<file path="config.mk">
export PLATFORM = sky130hd
export DESIGN_NAME = fifo_uart_tx
export DESIGN_NICKNAME = d
export VERILOG_FILES = /design/src/rtl/fifo_uart_pkg.sv /design/src/rtl/fifo_uart_tx_baud.sv /design/src/rtl/fifo_uart_tx.sv
export SDC_FILE = /design/constraint.sdc
export NUM_CORES = 1
export LEC_CHECK = 0
export BUFFER_PORTS_ARGS = -buffer_cell sky130_fd_sc_hd__buf_2
export CELL_PAD_IN_SITES_DETAIL_PLACEMENT = 0
export CELL_PAD_IN_SITES_GLOBAL_PLACEMENT = 1
export CORE_AREA = 5 5 51 53
export CTS_BUF_LIST = sky130_fd_sc_hd__clkbuf_4
export CTS_CLUSTER_SIZE = 28
export DETAILED_ROUTE_END_ITERATION = 7
export DIE_AREA = 0 0 56 58
export PLACE_DENSITY = 0.8
export SYNTH_ARGS = -nofsm -noshare
export SYNTH_HDL_FRONTEND = slang
export SYNTH_SLANG_ARGS = --single-unit
export TNS_END_PERCENT = 10
</file>
<file path="constraint.sdc">
create_clock -name rclk -period 3.3 [get_ports rclk]
set_input_delay 0.66 -clock rclk [delete_from_list [all_inputs] [get_ports rclk]]
set_output_delay 0.66 -clock rclk [all_outputs]
set_load 0.005 [all_outputs]
</file>
<file path="src/rtl/fifo_uart_pkg.sv">
// Shared definitions for the FIFO-fed UART transmitter: FSM encoding,
// frame geometry constants and the parity helper.
package fifo_uart_pkg;

    typedef enum logic [2:0] {
        IDLE   = 3'd0,
        START  = 3'd1,
        DATA   = 3'd2,
        PARITY = 3'd3,
        STOP   = 3'd4
    } uart_state_e;

    // Serial bit periods per frame: start + 8 data + stop, optionally + parity.
    localparam int unsigned FRAME_BITS_NOPAR = 32'd10;
    localparam int unsigned FRAME_BITS_PAR   = 32'd11;

    // Index of the final data bit in the bit counter.
    localparam logic [2:0] LAST_DATA_BIT = 3'd7;

    // Even parity bit: makes the total count of ones across data + parity even.
    function automatic logic even_parity(input logic [7:0] data);
        return ^data;
    endfunction

endpackage

</file>
<file path="src/rtl/fifo_uart_tx_baud.sv">
// Baud-rate divider: counts CLKS_PER_BIT rclk cycles per serial bit and
// flags the final cycle of each bit. Cleared whenever a new frame is loaded
// so the start bit always gets a full bit period.
module uart_baud_tick #(
    parameter int unsigned CLKS_PER_BIT = 32'd16
) (
    input  logic rclk,
    input  logic rrst,
    input  logic clear,
    output logic tick
);

    localparam int unsigned CW = $clog2(CLKS_PER_BIT);
    localparam logic [CW-1:0] LAST_CNT = CW'(CLKS_PER_BIT - 32'd1);

    logic [CW-1:0] cnt_r;

    // Bit-period counter: 0..CLKS_PER_BIT-1, wrapping at the bit boundary.
    always_ff @(posedge rclk) begin
        if (rrst) begin
            cnt_r <= {CW{1'b0}};
        end else if (clear) begin
            cnt_r <= {CW{1'b0}};
        end else if (cnt_r == LAST_CNT) begin
            cnt_r <= {CW{1'b0}};
        end else begin
            cnt_r <= cnt_r + CW'(1'b1);
        end
    end

    assign tick = (cnt_r == LAST_CNT);

endmodule

</file>
<file path="src/rtl/fifo_uart_tx.sv">
// FIFO read-side UART transmitter. Pops bytes from a first-word-fall-through
// FIFO and shifts them out LSB-first with optional even parity and one stop
// bit. When the FIFO still holds data at the end of a stop bit, the next byte
// is popped in that same cycle so frames run back-to-back with no idle gap.
module fifo_uart_tx
    import fifo_uart_pkg::*;
#(
    parameter int unsigned CLKS_PER_BIT = 32'd16,
    parameter bit          PARITY_EN    = 1'b0
) (
    input  logic       rclk,
    input  logic       rrst,
    input  logic       rempty,
    input  logic [7:0] rd_data,
    output logic       rinc,
    output logic       tx,
    output logic       busy
);

    uart_state_e state_r;
    uart_state_e state_next_s;
    logic [7:0]  shift_r;
    logic        parity_r;
    logic [2:0]  bit_cnt_r;
    logic        tx_r;
    logic        tx_next_s;
    logic        tick_s;
    logic        rinc_s;

    // A pop restarts the bit timer so the start bit lasts a full period.
    uart_baud_tick #(
        .CLKS_PER_BIT(CLKS_PER_BIT)
    ) u_baud (
        .rclk  (rclk),
        .rrst  (rrst),
        .clear (rinc_s),
        .tick  (tick_s)
    );

    // State register; reset overrides every transition.
    always_ff @(posedge rclk) begin
        if (rrst) begin
            state_r <= IDLE;
        end else begin
            state_r <= state_next_s;
        end
    end

    // Next-state logic: each non-idle state advances on the bit boundary.
    always_comb begin
        state_next_s = state_r;
        case (state_r)
            IDLE: begin
                if (!rempty) begin
                    state_next_s = START;
                end else begin
                    state_next_s = IDLE;
                end
            end
            START: begin
                if (tick_s) begin
                    state_next_s = DATA;
                end else begin
                    state_next_s = START;
                end
            end
            DATA: begin
                if (tick_s && (bit_cnt_r == LAST_DATA_BIT)) begin
                    state_next_s = PARITY_EN ? PARITY : STOP;
                end else begin
                    state_next_s = DATA;
                end
            end
            PARITY: begin
                if (tick_s) begin
                    state_next_s = STOP;
                end else begin
                    state_next_s = PARITY;
                end
            end
            STOP: begin
                if (tick_s) begin
                    state_next_s = rempty ? IDLE : START;
                end else begin
                    state_next_s = STOP;
                end
            end
            default: begin
                state_next_s = IDLE;
            end
        endcase
    end

    // Output logic: pop strobe, and the line level for the coming cycle so tx
    // can be driven straight from a flop.
    always_comb begin
        rinc_s = 1'b0;
        if (rrst) begin
            rinc_s = 1'b0;
        end else if (rempty) begin
            rinc_s = 1'b0;
        end else if (state_r == IDLE) begin
            rinc_s = 1'b1;
        end else if ((state_r == STOP) && tick_s) begin
            rinc_s = 1'b1;
        end else begin
            rinc_s = 1'b0;
        end

        tx_next_s = tx_r;
        if (rinc_s) begin
            tx_next_s = 1'b0;
        end else if (state_next_s == IDLE) begin
            tx_next_s = 1'b1;
        end else if (tick_s) begin
            case (state_r)
                START:   tx_next_s = shift_r[0];
                DATA: begin
                    if (bit_cnt_r == LAST_DATA_BIT) begin
                        tx_next_s = PARITY_EN ? parity_r : 1'b1;
                    end else begin
                        tx_next_s = shift_r[1];
                    end
                end
                PARITY:  tx_next_s = 1'b1;
                STOP:    tx_next_s = 1'b1;
                default: tx_next_s = 1'b1;
            endcase
        end else begin
            tx_next_s = tx_r;
        end
    end

    // Datapath: load on pop, shift at each data-bit boundary, register tx.
    always_ff @(posedge rclk) begin
        if (rrst) begin
            shift_r   <= 8'h00;
            parity_r  <= 1'b0;
            bit_cnt_r <= 3'd0;
            tx_r      <= 1'b1;
        end else begin
            tx_r <= tx_next_s;
            if (rinc_s) begin
                shift_r   <= rd_data;
                parity_r  <= even_parity(rd_data);
                bit_cnt_r <= 3'd0;
            end else if ((state_r == DATA) && tick_s) begin
                shift_r   <= {1'b0, shift_r[7:1]};
                bit_cnt_r <= bit_cnt_r + 3'd1;
            end
        end
    end

    assign rinc = rinc_s;
    assign tx   = tx_r;
    assign busy = (state_r != IDLE);

endmodule

</file>
Word level (Yosys, flattened, before mapping):

Cells that the tools add are included.

* register bits: 19
* bits in latches: 0
* memory bits (writable): 0
* memory bits (read-only): 0
* memories: 0

* $add $sub $neg: 2
* multiply operators: 0
* divide/modulo/power cells: 0
* $lt $le $gt $ge: 0
* equal/unequal tests: 6
* shifts and indexed selects: 0
* multiplexer cells: 17
* bitwise gates (word level): 0
* reduce and logical (&&, ||, !) cells: 10

Operator list (number)
* 8-bit 2-to-1 mux: 2
* 3-bit one-hot mux with 5 select lines: 1
* 1-bit 2-to-1 mux: 9
* 3-bit 2-to-1 mux: 3
* 3-bit by 2-bit == test with 1-bit output, second input constant: 2
* 3-bit == test, second input constant: 2
* 3-bit logical NOT: 2
* 3-bit nonzero test: 2
* 4-bit by 1-bit adder with 4-bit output, second input constant: 1
* 4-bit == test, second input constant: 1
* 3-bit by 1-bit adder with 3-bit output, second input constant: 1
* 3-bit by 1-bit == test with 1-bit output, second input constant: 1
* 1-bit logical AND: 3
* 3-bit OR reduction: 1
* 2-bit 2-to-1 mux: 1
* 1-bit one-hot mux with 2 select lines: 1
* 2-bit nonzero test: 1
* 2-bit OR reduction: 1

Depth between registers and ports, before layout:

* word-level depth: 7
* gate-level depth with buffers: 7
* mapped depth without buffers: 6

Cells and area by module:

Synthesis repeated with hierarchy kept, for this count alone.

* cells, all modules: 107
* area total of the unflattened synthesis: 963.4 um^2

By module, submodules not included
* fifo_uart_tx: times used 1, cells an instance 91, area an instance 805.8 um^2, seq. area each 300.3 um^2
* uart_baud_tick: times used 1, cells an instance 16, area an instance 157.7 um^2, seq. area each 80.1 um^2

Worst setup path before layout:

OpenSTA, ideal clock, no wires.

* kind: register -> output
* start point: register u_baud.cnt_r[0]
* end point: output rinc
* data arrival time: 1.281 ns
* data required time: 2.640 ns
* slack: 1.359 ns
* cell stages (with the launch flop): 7
* path buffers: 2
* cell sequence: dfxtp_1 > ha_1 > and3_1 > buf_2 > o21ai_2 > buf_2 > nor2_1

* cells in the longest elaborated chain, start to end: 6

RTL lines
* start: declaration: line fifo_uart_tx_baud.sv:16 `logic [CW-1:0] cnt_r;`
* start signal: assignment: line fifo_uart_tx_baud.sv:21 `cnt_r <= {CW{1'b0}};`
* start signal: assignment: line fifo_uart_tx_baud.sv:23 `cnt_r <= {CW{1'b0}};`
* start signal: assignment: line fifo_uart_tx_baud.sv:25 `cnt_r <= {CW{1'b0}};`
* 4-bit == test: line fifo_uart_tx_baud.sv:31 `assign tick = (cnt_r == LAST_CNT);`
* 1-bit logical AND: line fifo_uart_tx.sv:104 `end else if ((state_r == STOP) && tick_s) begin`
* 1-bit 2-to-1 mux: line fifo_uart_tx.sv:104
* 1-bit 2-to-1 mux: line fifo_uart_tx.sv:102 `end else if (state_r == IDLE) begin`
* 1-bit 2-to-1 mux: line fifo_uart_tx.sv:100 `end else if (rempty) begin`
* 1-bit 2-to-1 mux: line fifo_uart_tx.sv:98 `if (rrst) begin`
* end: declaration: line fifo_uart_tx.sv:15 `output logic rinc,`

Every way passes these cells.

Worst setup path after layout:

Same ends and word-level chain as after synthesis.

==> results.json <==
{
  "synth.top_cell.area_share": 0.427,
  "grt_start_max_net_pins": 21,
  "via_per_inst": 5.48,
  "ys.flop_type": "sky130_fd_sc_hd__dfxtp_1",
  "route.vias.total": 762,
  "floorplan.die_area_um2": 3250,
  "route.detailed.drc": 0,
  "holdWs_ps": 473,
  "dp_hpwl_um": 1220,
  "grt_first_pass_wirelength_um": 3020,
  "area_leader_netlist": "sky130_fd_sc_hd__dfxtp_1",
  "postSynthNetCount": 115,
  "period_needed_ps": 2370,
  "count_of_antenna_violating_nets_left_after_detailed_routing": 0,
  "dr.first_iter.drc_count": 10,
  "regArea_um2": 380,
  "final.period_utilization": 0.717,
  "htree_num_levels": 1,
  "cts.repair.resized": 0,
  "power.density_cell_area_nw_per_um2": 420,
  "multi_input_comb_area_um2": 468,
  "synth_cells": 101,
  "fin_worst_skew_ps": 2.86,
  "synth.avg_cell_area_um2": 8.82,
  "inserted_clock_buffers": 3,
  "io_pins": 14,
  "max_freq_mhz": 423,
  "fp.dieW_um": 56,
  "max_cap_violations": 0,
  "yosys.cell_types.count": 31,
  "vdd.ir_drop.worst_uv": 320,
  "final_instance_area_um2": 990,
  "worstSetupEndpointType": "primary output",
  "postSynthRegisterBits": 19,
  "leakagePower_nw": 0.376,
  "finalSetupViolations": 0,
  "cp.arrival_ps": 1710,
  "layout_common_cells": "sky130_fd_sc_hd__dfxtp_1, sky130_fd_sc_hd__buf_2, sky130_fd_sc_hd__nor2_1, sky130_fd_sc_hd__nand2_1, sky130_fd_sc_hd__nand3_1",
  "yosysWarningCount": 0,
  "startpoint_type": "register",
  "synth_edf_count": 0,
  "final_max_slew_viol_count": 0,
  "synthesis.area_um2": 891,
  "tritoncts": "built",
  "clock_insertion_delay_worst_skew_ps": 300,
  "first_pass_iters": 4,
  "place.gp.congestion": 0.703,
  "crit_required_ps": 2640,
  "place.port_buffers": 13,
  "setup_tns_ps": 0,
  "timing.final.hold_violations": 0,
  "flow.area_growth_from_synthesis_pct": 11.1,
  "unrepaired_setup_endpoints_after_global_routing": "false",
  "dieHeight_um": 58,
  "grt_pass1_vias": 701,
  "detail_route.wirelength_um": 1830,
  "layout_commonest_cell": "sky130_fd_sc_hd__dfxtp_1",
  "holdCritPathClass": "register to register",
  "core_region_area_um2": 2110,
  "number_of_antenna_violations_at_the_first_check_in_global_routing": 0,
  "post-place-cells": 135,
  "final_cells": 139,
  "fin_nets": 126,
  "critPathMaxFanout": 13,
  "placedInstanceArea_um2": 960,
  "globalRouteTotalUtil": 0.115,
  "status": "completed",
  "synth.top_cells.by_area": "sky130_fd_sc_hd__dfxtp_1, sky130_fd_sc_hd__nand3_1, sky130_fd_sc_hd__ha_1",
  "post-cts-setup-buffer-count": 0,
  "initial_utilization": 0.423,
  "worst_slew_slack_as_a_fraction_of_its_limit": 0.585,
  "path_class": "register to primary output",
  "globalRoute.totalOverflow": 0,
  "wire_per_inst_um": 13.1,
  "ctsLongestPathBuffers": 2,
  "worst_setup_hold_path_clk_slew_ps": 100,
  "rows": 17,
  "root_buffer": "sky130_fd_sc_hd__clkbuf_4",
  "drive_gt1_frac": 0.225,
  "worst-slew-pin-transition_ps": 619,
  "fillerInstances": 204,
  "post_cts_hold_buffer_count": 0,
  "asyncSetResetFlopFracSynth": 0,
  "tritoncts_num_sinks": 19,
  "num_antenna_cells": 0,
  "synth-seq-area-share": 0.427
}
[per-stage QoR]
step                      total power, mW   util  setup WS [ps]
final                               0.415  0.470            934
after global routing                0.437  0.470            804
after CTS                           0.421  0.470            928
after detailed placement            0.294  0.456           1270
after global placement              0.293  0.456           1280
after floorplan                     0.280      -           1360
[cell usage after synthesis, types with 2 or more instances]
cell type / count
sky130_fd_sc_hd__nor3_2: 2
sky130_fd_sc_hd__nand3_1: 8
sky130_fd_sc_hd__dfxtp_1: 19
sky130_fd_sc_hd__a21oi_1: 6
sky130_fd_sc_hd__a22oi_1: 4
sky130_fd_sc_hd__nor3_1: 6
sky130_fd_sc_hd__o21ai_0: 2
sky130_fd_sc_hd__buf_2: 4
sky130_fd_sc_hd__a311oi_1: 3
sky130_fd_sc_hd__nor2_1: 10
sky130_fd_sc_hd__clkbuf_1: 3
sky130_fd_sc_hd__nand2_1: 9
sky130_fd_sc_hd__ha_1: 3
sky130_fd_sc_hd__xnor2_1: 2
sky130_fd_sc_hd__mux2i_1: 2
sky130_fd_sc_hd__or3_1: 2
sky130_fd_sc_hd__nor4_1: 2
[where the power goes]
part | internal, mW | leakage, nW | switching (mW)
logic | 0.0192 | 0.202 | 0.0214
registers | 0.240 | 0.155 | 0.00826
clock network | 0.0554 | 0.0184 | 0.0714
total | 0.314 | 0.376 | 0.101
[final timing paths]
check / startpoint / endpoint / slack (ps) / cells past startpoint
worst max register to register: u_baud.cnt_r[0] / shift_r[6] / 1570 / 5
worst max-delay path: u_baud.cnt_r[0] / rinc / 930 / 6
worst min register to register: u_baud.cnt_r[0] / u_baud.cnt_r[0] / 470 / 1
worst min-delay path: u_baud.cnt_r[0] / u_baud.cnt_r[0] / 470 / 1
[logic make-up (layout without fill, tap and decap cells)]
| group | count (synthesis) | after routing | synth area share |
|---|---|---|---|
| buffers and inverters | 9 | 19 | 0.0478 |
| multiplexers | 2 | 2 | 0.0225 |
| adder cells (fa/ha/maj) | 3 | 3 | 0.0421 |
| flip-flops | 19 | 19 | 0.427 |
| AND/OR/NAND/NOR | 45 | 45 | 0.270 |
| AO/OA/AOI/OAI | 20 | 20 | 0.162 |
| XOR/XNOR | 3 | 3 | 0.0295 |
[layer usage]
layer / routed length, um / global-route usage / up-vias
met1: 863 / 0.153 / 362
met3: 74 / 0.0468 / 0
met5: 0 / 0 / -
met2: 886 / 0.179 / 12
met4: 0 / 0.0203 / 0
li1: - / - / 388
[sequential cells by signal, indices dropped and copies added, names as in the netlist]
signal / flops
bit_cnt_r: 3
shift_r: 8
state_r: 3
tx: 1
u_baud.cnt_r: 4
[worst max-delay path: stages (launching register included)]
cell                      delay [ps]
sky130_fd_sc_hd__dfxtp_1         370
sky130_fd_sc_hd__ha_1            250
sky130_fd_sc_hd__and3_1          330
sky130_fd_sc_hd__o21ai_2          70
sky130_fd_sc_hd__buf_4           180
sky130_fd_sc_hd__nor2_1           80
sky130_fd_sc_hd__buf_2           110
[area by class of cell]
class | instances | share of cell area
multi-input combinational | 73 | 0.473
inverter | 1 | 0.00379
sequential | 19 | 0.384
tap | 28 | 0.0354
clock buffer | 4 | 0.0303
timing repair buffer | 14 | 0.0733
Note: power is estimated with default switching activity, not from simulation.
